## src/rtl/seg_scan_display_pkg.sv

```systemverilog
// Shared constants for the multiplexed seven-segment scanner.
// Latency: n/a (constants only).
// Backpressure: n/a.
// Contents: hex digit segment patterns (gfedcba), segment bit indices, all-off pattern.
package seg_pkg;

    typedef logic [7:0] seg_t;

    // Segment bit positions inside seg_t.
    localparam int SEG_A  = 0;
    localparam int SEG_B  = 1;
    localparam int SEG_C  = 2;
    localparam int SEG_D  = 3;
    localparam int SEG_E  = 4;
    localparam int SEG_F  = 5;
    localparam int SEG_G  = 6;
    localparam int SEG_DP = 7;

    // Hex glyphs, bit 6 = g ... bit 0 = a.
    localparam logic [6:0] HEX_0 = 7'b0111111;
    localparam logic [6:0] HEX_1 = 7'b0000110;
    localparam logic [6:0] HEX_2 = 7'b1011011;
    localparam logic [6:0] HEX_3 = 7'b1001111;
    localparam logic [6:0] HEX_4 = 7'b1100110;
    localparam logic [6:0] HEX_5 = 7'b1101101;
    localparam logic [6:0] HEX_6 = 7'b1111101;
    localparam logic [6:0] HEX_7 = 7'b0000111;
    localparam logic [6:0] HEX_8 = 7'b1111111;
    localparam logic [6:0] HEX_9 = 7'b1101111;
    localparam logic [6:0] HEX_A = 7'b1110111;
    localparam logic [6:0] HEX_B = 7'b1111100;
    localparam logic [6:0] HEX_C = 7'b0111001;
    localparam logic [6:0] HEX_D = 7'b1011110;
    localparam logic [6:0] HEX_E = 7'b1111001;
    localparam logic [6:0] HEX_F = 7'b1110001;

    // Every segment and the decimal point dark, in active-high polarity.
    localparam seg_t SEG_ALL_OFF = 8'h00;

endpackage

```

## src/rtl/seg_scan_display_if.sv

```systemverilog
// Display request/drive bundle between the host logic and the segment scanner.
// Latency: n/a (wires only).
// Backpressure: none; the display consumes whatever is presented every cycle.
// Signals: enable, num (4 bits per digit, digit 0 in num[3:0]), dp, blink_sel in;
//          anode (active-low digit enables), seg (a..g, dp) out.
interface seg_scan_display_if #(
    parameter int NUM_DIGITS = 4
);
    logic                    enable;
    logic [4*NUM_DIGITS-1:0] num;
    logic [NUM_DIGITS-1:0]   dp;
    logic [NUM_DIGITS-1:0]   blink_sel;
    logic [NUM_DIGITS-1:0]   anode;
    logic [7:0]              seg;

    modport master (
        output enable, num, dp, blink_sel,
        input  anode, seg
    );

    modport slave (
        input  enable, num, dp, blink_sel,
        output anode, seg
    );
endinterface

```

## src/rtl/seg_scan_display_hex_decoder.sv

```systemverilog
// Hex nibble to seven-segment glyph decoder (module seg_hex_decoder).
// Latency: combinational.
// Backpressure: none.
// Ports: hex (4-bit nibble in), pat (7-bit gfedcba pattern out, active-high).
module seg_hex_decoder
    import seg_pkg::*;
(
    input  logic [3:0] hex,
    output logic [6:0] pat
);

    always_comb begin
        pat = HEX_0;
        case (hex)
            4'h0: pat = HEX_0;
            4'h1: pat = HEX_1;
            4'h2: pat = HEX_2;
            4'h3: pat = HEX_3;
            4'h4: pat = HEX_4;
            4'h5: pat = HEX_5;
            4'h6: pat = HEX_6;
            4'h7: pat = HEX_7;
            4'h8: pat = HEX_8;
            4'h9: pat = HEX_9;
            4'hA: pat = HEX_A;
            4'hB: pat = HEX_B;
            4'hC: pat = HEX_C;
            4'hD: pat = HEX_D;
            4'hE: pat = HEX_E;
            4'hF: pat = HEX_F;
            default: pat = HEX_0;
        endcase
    end

endmodule

```

## src/rtl/seg_scan_display.sv

```systemverilog
// Time-multiplexed seven-segment scanner with anti-ghost blanking and per-digit blink.
// Latency: 1 cycle from counters/inputs to registered anode/seg.
// Backpressure: none; counters free-run, enable only gates the outputs.
// Ports: clk, reset (synchronous, active-high), disp (seg_scan_display_if.slave).
// Optional: define SEG_SCAN_LZB_EN for leading-zero blanking of digits above digit 0.
module seg_scan_display
    import seg_pkg::*;
#(
    parameter int NUM_DIGITS     = 4,
    parameter int SCAN_DIV       = 65536,
    parameter int BLANK_CYCLES   = 256,
    parameter int BLINK_FRAMES   = 64,
    parameter int SEG_ACTIVE_LOW = 0
) (
    input  logic               clk,
    input  logic               reset,
    seg_scan_display_if.slave  disp
);

    localparam int PW = $clog2(SCAN_DIV);
    localparam int IW = (NUM_DIGITS > 1) ? $clog2(NUM_DIGITS) : 1;
    localparam int FW = (BLINK_FRAMES > 1) ? $clog2(BLINK_FRAMES) : 1;

    localparam logic [PW-1:0] PRESC_LAST = PW'(SCAN_DIV - 1);
    localparam logic [PW-1:0] BLANK_END  = PW'(BLANK_CYCLES);
    localparam logic [IW-1:0] IDX_LAST   = IW'(NUM_DIGITS - 1);
    localparam logic [FW-1:0] FRAME_LAST = FW'(BLINK_FRAMES - 1);

    // XOR mask that is also the "dark" value in the output polarity.
    localparam seg_t SEG_OFF = (SEG_ACTIVE_LOW != 0) ? ~SEG_ALL_OFF : SEG_ALL_OFF;

    logic [PW-1:0]         presc;
    logic [IW-1:0]         idx;
    logic [FW-1:0]         frame;
    logic                  phase_on;
    logic [NUM_DIGITS-1:0] anode_q;
    seg_t                  seg_q;

    logic [3:0]            digit;
    logic [6:0]            hex_pat;
    logic                  lz_blank;
    logic                  lit;
    logic [NUM_DIGITS-1:0] anode_nxt;
    seg_t                  seg_nxt;

    assign digit = disp.num[{idx, 2'b00} +: 4];

    seg_hex_decoder u_hex (
        .hex (digit),
        .pat (hex_pat)
    );

`ifdef SEG_SCAN_LZB_EN
    // lz_mask[i] is set when digit i and every digit above it are zero with no dp.
    logic [NUM_DIGITS-1:0] lz_mask;

    always_comb begin : lz_scan
        logic run;
        run     = 1'b1;
        lz_mask = '0;
        for (int i = NUM_DIGITS - 1; i >= 1; i--) begin
            run        = run && (disp.num[4*i +: 4] == 4'h0) && !disp.dp[i];
            lz_mask[i] = run;
        end
    end

    assign lz_blank = lz_mask[idx];
`else
    assign lz_blank = 1'b0;
`endif

    // Blanking window comes first in every slot so the previous digit's
    // segments never bleed onto the next anode.
    assign lit = disp.enable
              && (presc >= BLANK_END)
              && !(!phase_on && disp.blink_sel[idx])
              && !lz_blank;

    assign anode_nxt = lit ? ~(NUM_DIGITS'(1) << idx) : '1;
    assign seg_nxt   = lit ? ({disp.dp[idx], hex_pat} ^ SEG_OFF) : SEG_OFF;

    always_ff @(posedge clk) begin
        if (reset) begin
            presc    <= '0;
            idx      <= '0;
            frame    <= '0;
            phase_on <= 1'b1;
            anode_q  <= '1;
            seg_q    <= SEG_OFF;
        end else begin
            anode_q <= anode_nxt;
            seg_q   <= seg_nxt;
            if (presc == PRESC_LAST) begin
                presc <= '0;
                if (idx == IDX_LAST) begin
                    idx <= '0;
                    if (frame == FRAME_LAST) begin
                        frame    <= '0;
                        phase_on <= ~phase_on;
                    end else begin
                        frame <= frame + 1'b1;
                    end
                end else begin
                    idx <= idx + 1'b1;
                end
            end else begin
                presc <= presc + 1'b1;
            end
        end
    end

    assign disp.anode = anode_q;
    assign disp.seg   = seg_q;

endmodule

```

## src/flat_wrapper.sv

```systemverilog
// flat-port wrapper written by rule: the top's interface ports become plain ports
module seg_scan_display_flat import seg_pkg::*;
#(
    parameter int NUM_DIGITS     = 4,
    parameter int SCAN_DIV       = 65536,
    parameter int BLANK_CYCLES   = 256,
    parameter int BLINK_FRAMES   = 64,
    parameter int SEG_ACTIVE_LOW = 0
)
  (clk, reset, disp_enable, disp_num, disp_dp, disp_blink_sel, disp_anode, disp_seg);
  seg_scan_display_if #(.NUM_DIGITS(NUM_DIGITS)) disp_i ();
  input  logic clk;
  input  logic reset;
  input wire logic [$bits(disp_i.enable)-1:0] disp_enable;
  input wire logic [$bits(disp_i.num)-1:0] disp_num;
  input wire logic [$bits(disp_i.dp)-1:0] disp_dp;
  input wire logic [$bits(disp_i.blink_sel)-1:0] disp_blink_sel;
  output wire logic [$bits(disp_i.anode)-1:0] disp_anode;
  output wire logic [$bits(disp_i.seg)-1:0] disp_seg;
  assign disp_i.enable = disp_enable;
  assign disp_i.num = disp_num;
  assign disp_i.dp = disp_dp;
  assign disp_i.blink_sel = disp_blink_sel;
  assign disp_anode = disp_i.anode;
  assign disp_seg = disp_i.seg;
  seg_scan_display #(.NUM_DIGITS(NUM_DIGITS), .SCAN_DIV(SCAN_DIV), .BLANK_CYCLES(BLANK_CYCLES), .BLINK_FRAMES(BLINK_FRAMES), .SEG_ACTIVE_LOW(SEG_ACTIVE_LOW)) u_core (.clk(clk), .reset(reset), .disp(disp_i));
endmodule
```

## config.mk

```make
export PLATFORM = sky130hd
export DESIGN_NAME = seg_scan_display_flat
export DESIGN_NICKNAME = d
export VERILOG_FILES = /design/src/rtl/seg_scan_display_pkg.sv /design/src/rtl/seg_scan_display_if.sv /design/src/rtl/seg_scan_display_hex_decoder.sv /design/src/rtl/seg_scan_display.sv /design/src/flat_wrapper.sv
export SDC_FILE = /design/constraint.sdc
export NUM_CORES = 1
export LEC_CHECK = 0
export CORE_UTILIZATION = 50
export CTS_CLUSTER_DIAMETER = 80
export DETAILED_ROUTE_END_ITERATION = 7
export GPL_TIMING_DRIVEN = 0
export PLACE_DENSITY = 0.77
export SYNTH_ARGS = -nofsm -noshare
export SYNTH_HDL_FRONTEND = slang
export SYNTH_SLANG_ARGS = --single-unit
```

## constraint.sdc

```tcl
create_clock -name clk -period 2.5 [get_ports clk]
set_input_delay 0.75 -clock clk [delete_from_list [all_inputs] [get_ports clk]]
set_output_delay 0.75 -clock clk [all_outputs]
set_load 0.05 [all_outputs]
```

# Word level (Yosys, flattened, before mapping)
# Memory sizes are Yosys's and may differ from the RTL's. A register that Yosys moved wholly into a read port is not among the register bits.
# Index checks and enable logic that the tools add are counted.
# Widths: inputs -> output; s select.
[op_classes]
addsub = 3
n_lt_le_gt_ge = 2
n_eq_ne = 3
shift = 2
mux = 6
bitwise = 3
reduce_logical = 9
[ops]
columns = ["cell", "count"]
rows = [
  ["$add 16x1->16 const B", 1],
  ["$eq 16x16->1 const B", 1],
  ["$ge 16x9->1 const B", 1],
  ["$shiftx 16x5->4", 1],
  ["$add 6x1->6 const B", 1],
  ["$eq 6x6->1 const B", 1],
  ["$mux 6", 1],
  ["$bmux 1 s2", 2],
  ["$not 4->4", 1],
  ["$reduce_or 2->1", 2],
  ["$shl 1x2->4 const A", 1],
  ["$logic_and 1x1->1", 3],
  ["$lt 2x3->1 const B", 1],
  ["$reduce_and 3->1", 1],
  ["$add 2x1->2 const B", 1],
  ["$eq 2x2->1 const B", 1],
  ["$logic_not 1->1", 2],
  ["$mux 1", 2],
  ["$mux 2", 1],
  ["$not 1->1", 2],
  ["$reduce_and 2->1", 1],
]
[totals]
regBits = 37
mem_bits_ro = 112
input_bits = 27
output_inout_bits = 12
elab_cells = 35
memories = 1
[memory_table]
columns = ["memory", "words", "width", "read_ports", "rd_clocked_by_memory_dff", "wr", "line", "text"]
rows = [
  ["(no name shown)", 16, 7, 1, 1, 0, "seg_scan_display_hex_decoder.sv:14", "case (hex)"],
]

# Depth between registers and ports, before layout
[depth]
depth_word = 7
ltp_mapped = 8
depth_no_buf = 6

# Cells and area by module
# Synthesis repeated with hierarchy kept, for this count alone.
[hier_totals]
cells_unflattened = 210
area_unflattened_um2 = 1976.9
[by_module_without_submodules]
columns = ["mod", "n_inst", "cells_each", "area_each_um2", "seq_area_each_um2"]
rows = [
  ["seg_scan_display", 1, 177, 1689.1, 740.7],
  ["seg_hex_decoder", 1, 33, 287.8, 0.0],
]

# Worst setup path before layout
# OpenSTA, ideal clock, no wires.
[synth_path]
kind = "input port to flip-flop"
start = "input disp_num[13]"
end = "register u_core.seg_q[1] (netlist: u_core.disp.seg[1])"
setup_ns = 0.086
arrival_time_ns = 1.938
required_ns = 2.414
setup_slack_ns = 0.475
stages = 6
path_buffers = 0
path_cell_list = "mux4_2 > inv_1 > ha_1 > inv_1 > mux2i_1 > a221oi_2"
[synth_between]
elab_chain_cells = 1
[synth_rtl]
columns = ["item", "line", "text"]
rows = [
  ["start: declaration", "flat_wrapper.sv:15", "input wire logic [$bits(disp_i.num)-1:0] disp_num;"],
  ["$shiftx 16x5->4", "seg_scan_display.sv:46", "assign digit = disp.num[{idx, 2'b00} +: 4];"],
  ["end: declaration", "seg_scan_display.sv:37", "seg_t seg_q;"],
]
# Every way passes these cells.
# A chain may end at the register's enable or synchronous reset.

# Worst setup path after layout
[layout_path]
start = "input disp_num[13]"
end = "register u_core.seg_q[0] (netlist: u_core.disp.seg[0])"
# The elaborated chain is that of the path after synthesis.

==> impl_metrics.ini <==
[sta]
max_slew_margin_pct = 61.3
fmax_ghz = 0.429
setup-violations-final = 0
rsz0062_at_grt = no
tightest_slew_ps = 575
min_period_ps = 2330
slew_viol_final = 0
skew_ps = 5.69
finalHoldViolations = 0
layout_worst_path_cycle_share_pct = 93.2
postLayoutSetupSlackWorst_ps = 171
hold_slack_ps = 488

[power_and_ir_drop]
vdd_drop_max_mv = 0.299
seq_power_share_pct = 51.8
pwr_density_cell_mw_per_mm2 = 439
switchingPower_mw = 0.271
power_mw = 1.15
combPwrFrac_pct = 10.1
p_sw_share_pct = 23.5
intPower_mw = 0.883
p_leak_nw = 1.01
power_frac_clock_pct = 38.2

[worst_setup_path]
path_class = input pin to register
crit_start = disp_num[13]
worstPathArrival_ps = 2480
crit_end = u_core.disp.seg[0]
required_ps = 2650
crit_fanout = 5
r2r_start = u_core.idx[0]
r2r_cells = 7
start_kind = input pin
end_kind = register
r2r-end = u_core.disp.seg[0]
r2r_setup_slack_ps = 290

[grt]
grt_usage_pct = 21.7
grt_overflow = 0
grt_max_degree = 13
grt_pass1_wl_um = 7130
antenna_found_initial = 0
grt_pass1_vias = 1590

[yosys]
ys_warn_count = 0
synth_enable_flop_cells = 0
synth_top_cell_area_share_pct = 35.4
ys_top_cells_by_count = dfxtp_1, nor2_1, nand2_1
seq_area_frac_synth_pct = 35.4
async_reset_ff_share_pct = 0
ys.flop_type = dfxtp_1
synth_area_per_cell_um2 = 9.64
syn_nets = 258
syn_inst = 217
synth_area_leaders = dfxtp_1, ha_1, mux2i_1
yosysMostFrequentCell = dfxtp_1
synth_seq_cells = 37
synth_area_mm2 = 0.00209
synth_top_area_cell = dfxtp_1
synth_cell_types = 47

[cts]
clkSlewWorstSetupHoldPaths_ps = 80
cts-buffers-inserted = 5
cts_sinks = 37
cts_hold_buf = 0
cts_buffer_depth = 2
cts_resized = 0
cts-root-buf = clkbuf_8
htree_num_levels = 2
cts_setup_buffers = 0
worstSkewPairLatency_ps = 290
cts_tree = done

[detailed_routing]
ant_nets = 0
dr.pass1.iters = 5
drt-initial-drc-count = 52
drc = 0
route.vias.total = 1717
wl_per_cell_um = 14.1
viasPerCell = 5.49
wirelength_um = 4400

[floorplan]
fp.coreArea_mm2 = 0.00400
die_h_um = 66.7
initial_core_util_pct = 52.3
die_area_mm2 = 0.00445
boundaryPins = 39
num_rows = 23
die_w_um = 66.7

[placed_design]
gp_congestion = 0.898
dp.cells = 305
io_buffers = 38
place_ws_ps = -125
hpwlAfterDp_um = 3310

[layout]
stdcell_count = 313
area_growth_pct = 25.8
nets = 303
num_antenna_cells = 0
layout-drive-gt1-share_pct = 12.9

[flow_run]
maxCapViolCount = 0

[status]
status = finished, final reports clean

[worst_hold_path]
hp-class = register to register
## worst min-delay path by stage
stage,from,endpoint,slack [ps],cells past startpoint
floorplan,u_core.presc[0],u_core.presc[0],440,1
global route,u_core.frame[1],u_core.frame[1],540,2
CTS,u_core.presc[0],u_core.presc[0],490,1
finish,u_core.presc[0],u_core.presc[0],490,1
global placement,u_core.presc[0],u_core.presc[0],460,1
detailed placement,u_core.presc[0],u_core.presc[0],470,1
## cell usage in the layout (no fill, tap or decap), drive strengths merged, types with 2 or more instances in the layout
cell,count
mux4,4
inv,9
or4,3
buf,6
and2,2
nand4,9
nand2,17
dfxtp,37
nand3,10
mux2,6
xnor2,3
and4,6
and3,3
a221oi,2
clkbuf,7
mux2i,12
nor2,19
ha,14
a21oi,9
xor2,11
nor4,2
nor3,7
o21ai,8
nor2b,2
clkinv,2
a31oi,2
clkdlybuf4s50,38
o31ai,2
o221a,2
## sequential cells by signal (all words and copies together), names as in the netlist
name	cells
u_core.presc	16
u_core.idx	2
u_core.disp.seg	8
u_core.disp.anode	4
u_core.frame	6
u_core.phase_on	1
## logic make-up after synthesis
logic type	share of synthesized area [%]
flip-flops	35.4
AO/OA/AOI/OAI	9.99
XOR/XNOR	5.86
multiplexers	14.2
adder cells (fa/ha/maj)	8.37
AND/OR/NAND/NOR	21.3
buffers and inverters	4.84
## worst max-delay path, cell delays in order
cell             delay (ps)
clkdlybuf4s50_1         400
mux4_2                  540
inv_1                   150
ha_1                    300
nor2_1                   70
a32oi_1                 170
a31oi_1                  90
## power by group through the flow
stage	Sequential (mW)	Combinational, mW	Clock, mW
after floorplan	0.610	0.0590	0
after global placement	0.611	0.113	0
after detailed placement	0.611	0.116	0
after CTS	0.597	0.116	0.453
after global routing	0.599	0.127	0.476
final	0.597	0.116	0.440
## layer usage
layer  track usage [%]  vias up  part of all wire, %
li1                  -      874                    -
met1              26.4      799                   48
met2              35.9       37                   46
met3              5.99        7                  4.1
met4              8.78        0                  1.9
met5                 0        -                    0
## stage by stage
step | cell area [um^2] | utilization [%] | TNS [ps]
floorplan | 2090 | - | 0
global placement | 2530 | 63.4 | -142
detailed placement | 2530 | 63.4 | -308
CTS | 2630 | 65.8 | 0
global route | 2630 | 65.8 | 0
finish | 2630 | 65.8 | 0
## final cells by class
cell class                 count  area (um^2)
multi-input combinational    163         1250
clock inverter                 2         13.8
timing repair buffer          38          380
clock buffer                   6         82.6
sequential                    37          741
buffer                         8         67.6
fill                         338         1370
inverter                       9         33.8
tap                           50         62.6
Power figures use the tool's default switching activity.
